<file path="config.mk">
export PLATFORM = sky130hd
export DESIGN_NAME = data_read_axi_rd_ctrl_flat
export DESIGN_NICKNAME = d
export VERILOG_FILES = /design/src/rtl/data_read_pkg.sv /design/src/rtl/data_read_axi_rd_ctrl_if.sv /design/src/rtl/data_read_sync2.sv /design/src/rtl/data_read_axi_rd_ctrl.sv /design/src/flat_wrapper.sv
export SDC_FILE = /design/constraint.sdc
export NUM_CORES = 1
export LEC_CHECK = 0
export ABC_AREA = 0
export CAP_MARGIN = 10
export CORE_MARGIN = 2
export CORE_UTILIZATION = 47
export DETAILED_ROUTE_END_ITERATION = 10
export PLACE_DENSITY = 0.81
export SLEW_MARGIN = 20
export SYNTH_ARGS = -nofsm -noshare
export SYNTH_HDL_FRONTEND = slang
export SYNTH_SLANG_ARGS = --single-unit
</file>
<file path="constraint.sdc">
create_clock -name S_AXI_ACLK -period 2.7 [get_ports S_AXI_ACLK]
set_input_delay 0.81 -clock S_AXI_ACLK [delete_from_list [all_inputs] [get_ports S_AXI_ACLK]]
set_output_delay 0.81 -clock S_AXI_ACLK [all_outputs]
set_load 0.02 [all_outputs]
</file>
<file path="src/rtl/data_read_pkg.sv">
// Shared constants, types and decode helpers for the capture-core AXI read path.
package data_read_pkg;

  localparam logic [8:0] ADDR_STATUS   = 9'h000;
  localparam logic [8:0] ADDR_VERSION  = 9'h004;
  localparam logic [8:0] ADDR_BUF_BASE = 9'h100;

  localparam logic [1:0] RESP_OKAY   = 2'b00;
  localparam logic [1:0] RESP_SLVERR = 2'b10;

  localparam int STATUS_BUSY_BIT = 0;
  localparam int STATUS_DONE_BIT = 1;

  // Samples gathered per 32-bit AXI word.
  localparam int SAMPLES_PER_WORD = 8;

  typedef enum logic [1:0] {IDLE, FETCH, RESP} rd_state_e;

  // Response as held on the R channel.
  typedef struct packed {
    logic [31:0] data;
    logic [1:0]  resp;
  } rd_rsp_t;

  function automatic logic is_buf_addr(input logic [8:0] a);
    return a[8];
  endfunction

endpackage

</file>
<file path="src/rtl/data_read_axi_rd_ctrl_if.sv">
// AXI4-Lite read-channel bundle (AR + R) between the bus master and the capture read slave.
interface data_read_axi_rd_ctrl_if #(parameter int C_S_AXI_ADDR_WIDTH = 32);
  logic [C_S_AXI_ADDR_WIDTH-1:0] S_AXI_ARADDR;
  logic                          S_AXI_ARVALID;
  logic                          S_AXI_ARREADY;
  logic [31:0]                   S_AXI_RDATA;
  logic [1:0]                    S_AXI_RRESP;
  logic                          S_AXI_RVALID;
  logic                          S_AXI_RREADY;

  modport slave (
    input  S_AXI_ARADDR, S_AXI_ARVALID, S_AXI_RREADY,
    output S_AXI_ARREADY, S_AXI_RDATA, S_AXI_RRESP, S_AXI_RVALID
  );

  modport master (
    output S_AXI_ARADDR, S_AXI_ARVALID, S_AXI_RREADY,
    input  S_AXI_ARREADY, S_AXI_RDATA, S_AXI_RRESP, S_AXI_RVALID
  );
endinterface

</file>
<file path="src/rtl/data_read_sync2.sv">
// Two-flop synchroniser for a slow level, plus a registered pulse on its falling edge.
module data_read_sync2 (
  input  logic clk,
  input  logic rst_n,
  input  logic d,
  output logic q,
  output logic fall
);
  logic s1;

  always_ff @(posedge clk or negedge rst_n) begin
    if (!rst_n) begin
      s1   <= 1'b0;
      q    <= 1'b0;
      fall <= 1'b0;
    end else begin
      s1   <= d;
      q    <= s1;
      fall <= q & ~s1;
    end
  end
endmodule

</file>
<file path="src/rtl/data_read_axi_rd_ctrl.sv">
// AXI4-Lite read slave: STATUS/VERSION registers and packed 8x4-bit capture buffer reads.
// Optional DATA_READ_BUSY_GUARD_EN: BUF reads while capture is busy return SLVERR without fetching.
module data_read_axi_rd_ctrl
  import data_read_pkg::*;
#(
  parameter int          C_S_AXI_ADDR_WIDTH = 32,
  parameter int          C_BUF_AW           = 9,
  parameter int          C_SAMPLE_W         = 4,
  parameter logic [31:0] C_VERSION          = 32'h0001_0000
) (
  input  logic                  S_AXI_ACLK,
  input  logic                  S_AXI_ARESETN,
  data_read_axi_rd_ctrl_if.slave axi,
  output logic [C_BUF_AW-1:0]   buf_rd_addr,
  input  logic [C_SAMPLE_W-1:0] buf_rd_data,
  input  logic                  cap_busy_async
);
  rd_state_e             state_q, state_d;
  logic [3:0]            cnt_q, cnt_d;
  logic [C_BUF_AW-4:0]   word_q, word_d;
  logic                  is_status_q, is_status_d;
  logic                  arready_q, arready_d;
  logic                  rvalid_q, rvalid_d;
  rd_rsp_t               rsp_q, rsp_d;
  logic [C_BUF_AW-1:0]   addr_q, addr_d;
  logic                  done_q;
  logic                  busy_sync, busy_fall, guard_block, r_hs;
  logic [8:0]            ar9, off;
  logic [2:0]            nib;

  data_read_sync2 u_sync (
    .clk   (S_AXI_ACLK),
    .rst_n (S_AXI_ARESETN),
    .d     (cap_busy_async),
    .q     (busy_sync),
    .fall  (busy_fall)
  );

`ifdef DATA_READ_BUSY_GUARD_EN
  assign guard_block = busy_sync;
`else
  assign guard_block = 1'b0;
`endif

  assign ar9 = axi.S_AXI_ARADDR[8:0];
  assign off = {ar9[8:2], 2'b00};
  assign nib = cnt_q[2:0] - 3'd1;

  logic unused_araddr;
  assign unused_araddr = ^{axi.S_AXI_ARADDR[C_S_AXI_ADDR_WIDTH-1:9], axi.S_AXI_ARADDR[1:0]};

  always_comb begin
    state_d     = state_q;
    cnt_d       = cnt_q;
    word_d      = word_q;
    is_status_d = is_status_q;
    rvalid_d    = rvalid_q;
    rsp_d       = rsp_q;
    addr_d      = addr_q;
    r_hs        = 1'b0;
    unique case (state_q)
      IDLE: begin
        if (axi.S_AXI_ARVALID && arready_q) begin
          word_d      = ar9[7:2];
          is_status_d = (off == ADDR_STATUS);
          cnt_d       = '0;
          rsp_d       = '{data: '0, resp: RESP_OKAY};
          if (is_buf_addr(ar9) && !guard_block) begin
            state_d = FETCH;
            addr_d  = {ar9[7:2], 3'd0};
          end else begin
            state_d  = RESP;
            rvalid_d = 1'b1;
            if (off == ADDR_STATUS) begin
              rsp_d.data[STATUS_BUSY_BIT] = busy_sync;
              rsp_d.data[STATUS_DONE_BIT] = done_q;
            end else if (off == ADDR_VERSION) begin
              rsp_d.data = C_VERSION;
            end else begin
              rsp_d.resp = RESP_SLVERR;
            end
          end
        end
      end
      FETCH: begin
        // cnt_q = j-1 on fetch edge j: address sample j, capture sample j-2.
        cnt_d = cnt_q + 4'd1;
        if (cnt_q < 4'd7) addr_d = {word_q, cnt_q[2:0] + 3'd1};
        if (cnt_q >= 4'd1) rsp_d.data[{nib, 2'b00} +: 4] = buf_rd_data;
        if (cnt_q == 4'd8) begin
          state_d  = RESP;
          rvalid_d = 1'b1;
        end
      end
      RESP: begin
        if (axi.S_AXI_RREADY) begin
          r_hs     = 1'b1;
          rvalid_d = 1'b0;
          state_d  = IDLE;
        end
      end
      default: state_d = IDLE;
    endcase
    arready_d = (state_d == IDLE);
  end

  always_ff @(posedge S_AXI_ACLK or negedge S_AXI_ARESETN) begin
    if (!S_AXI_ARESETN) begin
      state_q     <= IDLE;
      cnt_q       <= '0;
      word_q      <= '0;
      is_status_q <= 1'b0;
      arready_q   <= 1'b0;
      rvalid_q    <= 1'b0;
      rsp_q       <= '0;
      addr_q      <= '0;
    end else begin
      state_q     <= state_d;
      cnt_q       <= cnt_d;
      word_q      <= word_d;
      is_status_q <= is_status_d;
      arready_q   <= arready_d;
      rvalid_q    <= rvalid_d;
      rsp_q       <= rsp_d;
      addr_q      <= addr_d;
    end
  end

  // A fall landing on the clearing STATUS handshake must not be lost.
  always_ff @(posedge S_AXI_ACLK or negedge S_AXI_ARESETN) begin
    if (!S_AXI_ARESETN)               done_q <= 1'b0;
    else if (busy_fall)               done_q <= 1'b1;
    else if (r_hs && is_status_q)     done_q <= 1'b0;
  end

  assign axi.S_AXI_ARREADY = arready_q;
  assign axi.S_AXI_RVALID  = rvalid_q;
  assign axi.S_AXI_RDATA   = rsp_q.data;
  assign axi.S_AXI_RRESP   = rsp_q.resp;
  assign buf_rd_addr       = addr_q;

endmodule

</file>
<file path="src/flat_wrapper.sv">
// flat-port wrapper written by rule: the top's interface ports become plain ports
module data_read_axi_rd_ctrl_flat import data_read_pkg::*;
#(
  parameter int          C_S_AXI_ADDR_WIDTH = 32,
  parameter int          C_BUF_AW           = 9,
  parameter int          C_SAMPLE_W         = 4,
  parameter logic [31:0] C_VERSION          = 32'h0001_0000
)
  (S_AXI_ACLK, S_AXI_ARESETN, buf_rd_addr, buf_rd_data, cap_busy_async, axi_S_AXI_ARADDR, axi_S_AXI_ARVALID, axi_S_AXI_RREADY, axi_S_AXI_ARREADY, axi_S_AXI_RDATA, axi_S_AXI_RRESP, axi_S_AXI_RVALID);
  data_read_axi_rd_ctrl_if #(.C_S_AXI_ADDR_WIDTH(C_S_AXI_ADDR_WIDTH)) axi_i ();
  input  logic S_AXI_ACLK;
  input  logic S_AXI_ARESETN;
  output logic [C_BUF_AW-1:0] buf_rd_addr;
  input  logic [C_SAMPLE_W-1:0] buf_rd_data;
  input  logic cap_busy_async;
  input wire logic [$bits(axi_i.S_AXI_ARADDR)-1:0] axi_S_AXI_ARADDR;
  input wire logic [$bits(axi_i.S_AXI_ARVALID)-1:0] axi_S_AXI_ARVALID;
  input wire logic [$bits(axi_i.S_AXI_RREADY)-1:0] axi_S_AXI_RREADY;
  output wire logic [$bits(axi_i.S_AXI_ARREADY)-1:0] axi_S_AXI_ARREADY;
  output wire logic [$bits(axi_i.S_AXI_RDATA)-1:0] axi_S_AXI_RDATA;
  output wire logic [$bits(axi_i.S_AXI_RRESP)-1:0] axi_S_AXI_RRESP;
  output wire logic [$bits(axi_i.S_AXI_RVALID)-1:0] axi_S_AXI_RVALID;
  assign axi_i.S_AXI_ARADDR = axi_S_AXI_ARADDR;
  assign axi_i.S_AXI_ARVALID = axi_S_AXI_ARVALID;
  assign axi_i.S_AXI_RREADY = axi_S_AXI_RREADY;
  assign axi_S_AXI_ARREADY = axi_i.S_AXI_ARREADY;
  assign axi_S_AXI_RDATA = axi_i.S_AXI_RDATA;
  assign axi_S_AXI_RRESP = axi_i.S_AXI_RRESP;
  assign axi_S_AXI_RVALID = axi_i.S_AXI_RVALID;
  data_read_axi_rd_ctrl #(.C_S_AXI_ADDR_WIDTH(C_S_AXI_ADDR_WIDTH), .C_BUF_AW(C_BUF_AW), .C_SAMPLE_W(C_SAMPLE_W), .C_VERSION(C_VERSION)) u_core (.S_AXI_ACLK(S_AXI_ACLK), .S_AXI_ARESETN(S_AXI_ARESETN), .axi(axi_i), .buf_rd_addr(buf_rd_addr), .buf_rd_data(buf_rd_data), .cap_busy_async(cap_busy_async));
endmodule
</file>
==> impl_metrics.ini <==
[run_status]
status = completed

[sta]
tightest_slew_ps = 650
maxSlewViolCount = 0
skew_ps = 6.32
min_period_over_period = 0.915
tns_ps = 0
period_minus_slack_ps = 2470
max_freq_mhz = 405
rsz0062_at_grt = no
hold_viol_final = 0
setup_viol = 0
slew_headroom = 0.567

[placement]
gp_congestion = 0.859
io_buffer_count = 59
hpwl_um = 4800

[die]
die_w_um = 82.5
start_util = 0.489
pin_count = 86
die_y_um = 82.5
core_area_sq_mm = 0.00592
die_area_sq_mm = 0.00680
num_rows = 28

[routing]
drt_iter0_drc = 217
vias_per_cell = 5.59
firstDrtPassIters = 4
wire_per_inst_um = 15.9
vias = 2314
postRouteAntennaNets = 0
drc = 0
routed_wl_um = 6600

[setup_path]
cp.arrival_ps = 2680
cp-end-kind = flip-flop
start_kind = flip-flop
cp_data_required_time_ps = 2910
r2r_end = u_core.axi.S_AXI_RDATA[9]$_DFFE_PN0P_
reg2reg_from = u_core.cnt_q[0]$_DFFE_PN0P_
reg2regPathDepth = 7
critPathMostFrequentCell = ha_1
cp_slowest_stage_delay_ps = 480
cpMaxStageDelayCell = ha_1
ff2ff_setup_slack_ps = 230
worstSetupPathType = reg -> reg
cp_cell_sequence = inv_1 > ha_1 > xnor2_4 > ha_1 > a21boi_0 > nand3_1 > mux2i_1
crit_path_max_fanout = 11

[layout]
drive_gt1_frac = 0.124
fin_nets = 385
num_antenna_cells = 0
area_growth_pct = 29.7

[synth]
yosysSeqAreaShare = 0.527
synth_nets = 318
ys_seq_elements = 61
netlist_area_sq_mm = 0.00290
synthFlopType = dfrtp_1
synthDistinctLibCells = 47
syn_area_per_cell_sq_um = 10.8
synth_edf_count = 0
syn-instance-count = 269
async_flop_share = 1.00
synth_warnings = 0

[grt]
grt.overflow.total = 0
grt_usage = 0.215
grt_max_degree = 36
grt_pass1_wl_um = 10800
antenna_found_initial = 0
grt_pass1_vias = 2217

[min_path]
worstHoldStart = u_core.u_sync.s1$_DFF_PN0_
min_to = u_core.u_sync.q$_DFF_PN0_
min_path_cells = 0
hold_class = reg -> reg

[clock_tree]
cts_tree = built
postCtsSetupRepairBufs = 0
cts_resized = 0
cts-buffers-inserted = 9
clk_path_buf_depth = 2
htreeDepth = 3
cts_root_buf = clkbuf_8
clk_pin_slew_ps = 60
cts_hold_buf = 0
cts.sinks = 61
clk_latency_ps = 340

[pwr]
p_leak_uw = 0.00172
vdd_drop_max_mv = 0.568
total_power_uw = 4100
power.density_mw_per_mm2 = 1090

[flow_run]
cap_violations = 0
## per-layer routing
metal | wire length, um | global-route usage | vias to the layer above | share of wire
met4 | 85 | 0.0717 | 0 | 0.013
met1 | 2880 | 0.281 | 1150 | 0.44
li1 | - | - | 1092 | -
met3 | 361 | 0.0620 | 8 | 0.055
met2 | 3270 | 0.343 | 64 | 0.50
met5 | 0 | 0 | - | 0
## state kept, by name, summed over array words and instances, names as in the netlist
| signal | flops |
|---|---|
| u_core.axi.S_AXI_ARREADY | 1 |
| u_core.axi.S_AXI_RDATA | 32 |
| u_core.axi.S_AXI_RRESP | 1 |
| u_core.axi.S_AXI_RVALID | 1 |
| u_core.buf_rd_addr | 9 |
| u_core.cnt_q | 4 |
| u_core.done_q | 1 |
| u_core.is_status_q | 1 |
| u_core.state_q | 2 |
| u_core.u_sync.fall | 1 |
| u_core.u_sync.q | 1 |
| u_core.u_sync.s1 | 1 |
| u_core.word_q | 6 |
## where the power goes
part / internal [uW] / switching (uW) / leakage (uW)
registers: 1160 / 191 / 0.000805
logic: 919 / 1140 / 0.000823
clock network: 370 / 324 / 0.0000881
total: 2450 / 1660 / 0.00172
## kinds of logic (layout without fill, tap and decap cells)
logic type,count (synthesis),count (layout),synth area share
adder cells (fa/ha/maj),8,8,0.0346
XOR/XNOR,3,3,0.0156
AO/OA/AOI/OAI,52,52,0.134
other,1,1,0.00130
buffers and inverters,20,90,0.0341
flip-flops,61,61,0.527
multiplexers,21,21,0.0778
AND/OR/NAND/NOR,103,103,0.176
## cell usage after synthesis, types with 3 or more instances
cell / instances / area [sq um]
a21o_1: 3 / 22.5
a21oi_1: 9 / 45.0
a22o_1: 7 / 61.3
a31oi_1: 3 / 18.8
a32o_1: 7 / 70.1
and2_1: 4 / 25.0
buf_2: 7 / 35.0
clkbuf_1: 3 / 11.3
dfrtp_1: 61 / 1530
ha_1: 8 / 100
inv_1: 7 / 26.3
mux2_2: 10 / 113
mux2i_1: 9 / 90.1
nand2_1: 57 / 214
nand2b_1: 3 / 18.8
nand3_1: 6 / 30.0
nand4_1: 3 / 18.8
nand4b_1: 3 / 26.3
nor2_1: 9 / 33.8
nor2b_1: 3 / 18.8
nor3_1: 4 / 20.0
o21ai_0: 4 / 20.0
o22ai_1: 7 / 43.8
o2bb2ai_1: 4 / 35.0
## layout by cell type, fill, tap and decap left out, types with 4 or more instances in the layout
cell	count
o21ai_0	4
ha_1	8
and2_1	4
o22ai_1	7
mux2_2	10
clkbuf_8	11
o2bb2ai_1	4
nor3_1	4
buf_4	9
clkdlybuf4s50_1	58
mux2i_1	9
a22o_1	7
nor2_1	9
nand3_1	6
a21oi_1	9
dfrtp_1	61
a32o_1	7
inv_1	7
nand2_1	57
## per-stage QoR
stage | std cells | hold WS, ps | instance area (sq um) | setup WS [ps] | utilization
6_report | 414 | 382 | 3750 | 229 | 0.634
5_1_grt | 414 | 414 | 3750 | 76.5 | 0.634
4_1_cts | 414 | 385 | 3750 | 237 | 0.634
3_5_place_dp | 400 | 368 | 3590 | 66.4 | 0.606
3_3_place_gp | 400 | 358 | 3590 | 100 | 0.606
2_1_floorplan | 269 | 354 | 2900 | 333 | -
## how the worst max path moves through the flow
stage               cells after the start                   startpoint                                     end
global placement                        5          axi_S_AXI_ARADDR[5]   u_core.axi.S_AXI_RDATA[0]$_DFFE_PN0P_
finish                                  7  u_core.cnt_q[0]$_DFFE_PN0P_   u_core.axi.S_AXI_RDATA[9]$_DFFE_PN0P_
floorplan                               8  u_core.cnt_q[0]$_DFFE_PN0P_  u_core.axi.S_AXI_RDATA[16]$_DFFE_PN0P_
CTS                                     7  u_core.cnt_q[0]$_DFFE_PN0P_   u_core.axi.S_AXI_RDATA[9]$_DFFE_PN0P_
detailed placement                      5          axi_S_AXI_ARADDR[5]   u_core.axi.S_AXI_RDATA[1]$_DFFE_PN0P_
global route                            7  u_core.cnt_q[0]$_DFFE_PN0P_   u_core.axi.S_AXI_RDATA[9]$_DFFE_PN0P_
## cell type report
type,instances,area [sq um]
multi-input cells,188,1270
well taps,75,93.8
fillers,506,2170
clock inverters,2,10.0
clock buffers,12,155
inverters,7,26.3
flip-flops and latches,61,1530
repair buffers,69,673
## critical path: cells and delay by family (launching register included)
kind / cells / cell delay, ps
mux: 1 / 190
buf+inv: 1 / 180
compound gates: 1 / 400
simple gates: 1 / 290
fa+ha+maj: 2 / 770
flops: 1 / 380
xor+xnor: 1 / 130
No activity file was read; power rests on OpenSTA's default activity.
==> RTL edit (config.mk and constraints unchanged) <==
The option `DATA_READ_BUSY_GUARD_EN` is turned on by a define.
--- a/src/rtl/data_read_axi_rd_ctrl.sv
+++ b/src/rtl/data_read_axi_rd_ctrl.sv
@@ -2,2 +2,4 @@
 // Optional DATA_READ_BUSY_GUARD_EN: BUF reads while capture is busy return SLVERR without fetching.
+`define DATA_READ_BUSY_GUARD_EN
+
 module data_read_axi_rd_ctrl
Formal check against the unedited RTL: not equivalent (Yosys sat finds a counterexample within 4 cycles, from zero or initial values and one cycle with S_AXI_ARESETN low).
==> RTL edit against the original RTL <==
Sequential share of layout area down 0.99 points. Final cell count up 0.72%. Total power increased by 0.25%. Count of clock-buffer cells in the layout shrank 2. Setup slack improved by 120 ps. Wire length is 1.5% higher. Synthesized cell count fell by 0.37%. Sequential cell count stayed put. Area after synthesis is 2.1% higher. Final area rose by 2.5%. Largest power group unchanged.
==> RTL edit: results (changes against the original RTL) <==
critical_path:
  worstPathArrival_ps: 2580  # -100 ps
  reg2reg_depth: 8  # +1
  r2r_end: "u_core.axi.S_AXI_RDATA[1]$_DFFE_PN0P_"
  cp_max_fo: 6  # -5
synthesis:
  syn-num-nets: 317  # -0.31%
  synthXorXnorAreaFrac: 0.01524  # -0.0003162
  synthAdderAreaFrac: 0.03387  # -0.0007026
  ys_seq_area_frac: 0.5165  # -0.01071
  synth-compound-area-share: 0.1761  # +0.04259
  synthTopCellsByArea: "dfrtp_1 (52%), nand2_1 (6.1%), o2bb2ai_1 (4.7%), ha_1 (3.4%), mux2_2 (2.7%)"
place:
  dpl-instance-area_um2: 3657  # +1.9%
  post-dp-hpwl_um: 4909  # +2.2%
  placed_cells: 401  # +0.25%
  dpl_worst_slack_ps: 79.17  # +12.72 ps
outcome:
  outcome: "finished clean"
layout:
  n_clock_buffer: 10  # -2
  seq_share: 0.3966  # -0.009912
  nonClkBufAreaFrac: 0.1788  # -0.0004700
  drive_gt1_frac: 0.1433  # +0.01938
  buffers: 71  # +2.9%
  fillers: 448  # -11%
pwr:
  internal-power_w: 0.002416  # -1.2%
  p_leak_nw: 1.666  # -2.9%
timing:
  relSlewSlack: 0.5976  # +0.03075
  finClkSkew_ps: 10.24  # +3.923 ps
-- RTL edit: cell types whose count changed in the layout (fill, tap and decap cells not counted), moves of 4 or more --
| cell | unedited run | this run |
|---|---|---|
| o2bb2ai_1 | 4 | 16 |
| nand2_1 | 57 | 48 |
| nand3_1 | 6 | 13 |
| nor3_1 | 4 | 0 |
| o21ai_0 | 4 | 8 |
| o22ai_1 | 7 | 3 |
-- RTL edit: critical path: cells and delay by family, from the launching register on --
kind,cells,cell delay [ps]
AO/OA/AOI/OAI,1,340
XOR/XNOR,1,180
flip-flops,1,380
multiplexers,1,120
AND/OR/NAND/NOR,1,360
buffers and inverters,2,260
adder cells (fa/ha/maj),2,580
-- RTL edit: per-layer routing --
metal | vias up | share of wire | global-route usage
li1 | 1117 | - | -
met2 | 68 | 0.48 | 0.3196
met5 | - | 0 | 0
met1 | 1151 | 0.45 | 0.2671
met3 | 8 | 0.053 | 0.07256
met4 | 0 | 0.016 | 0.06408
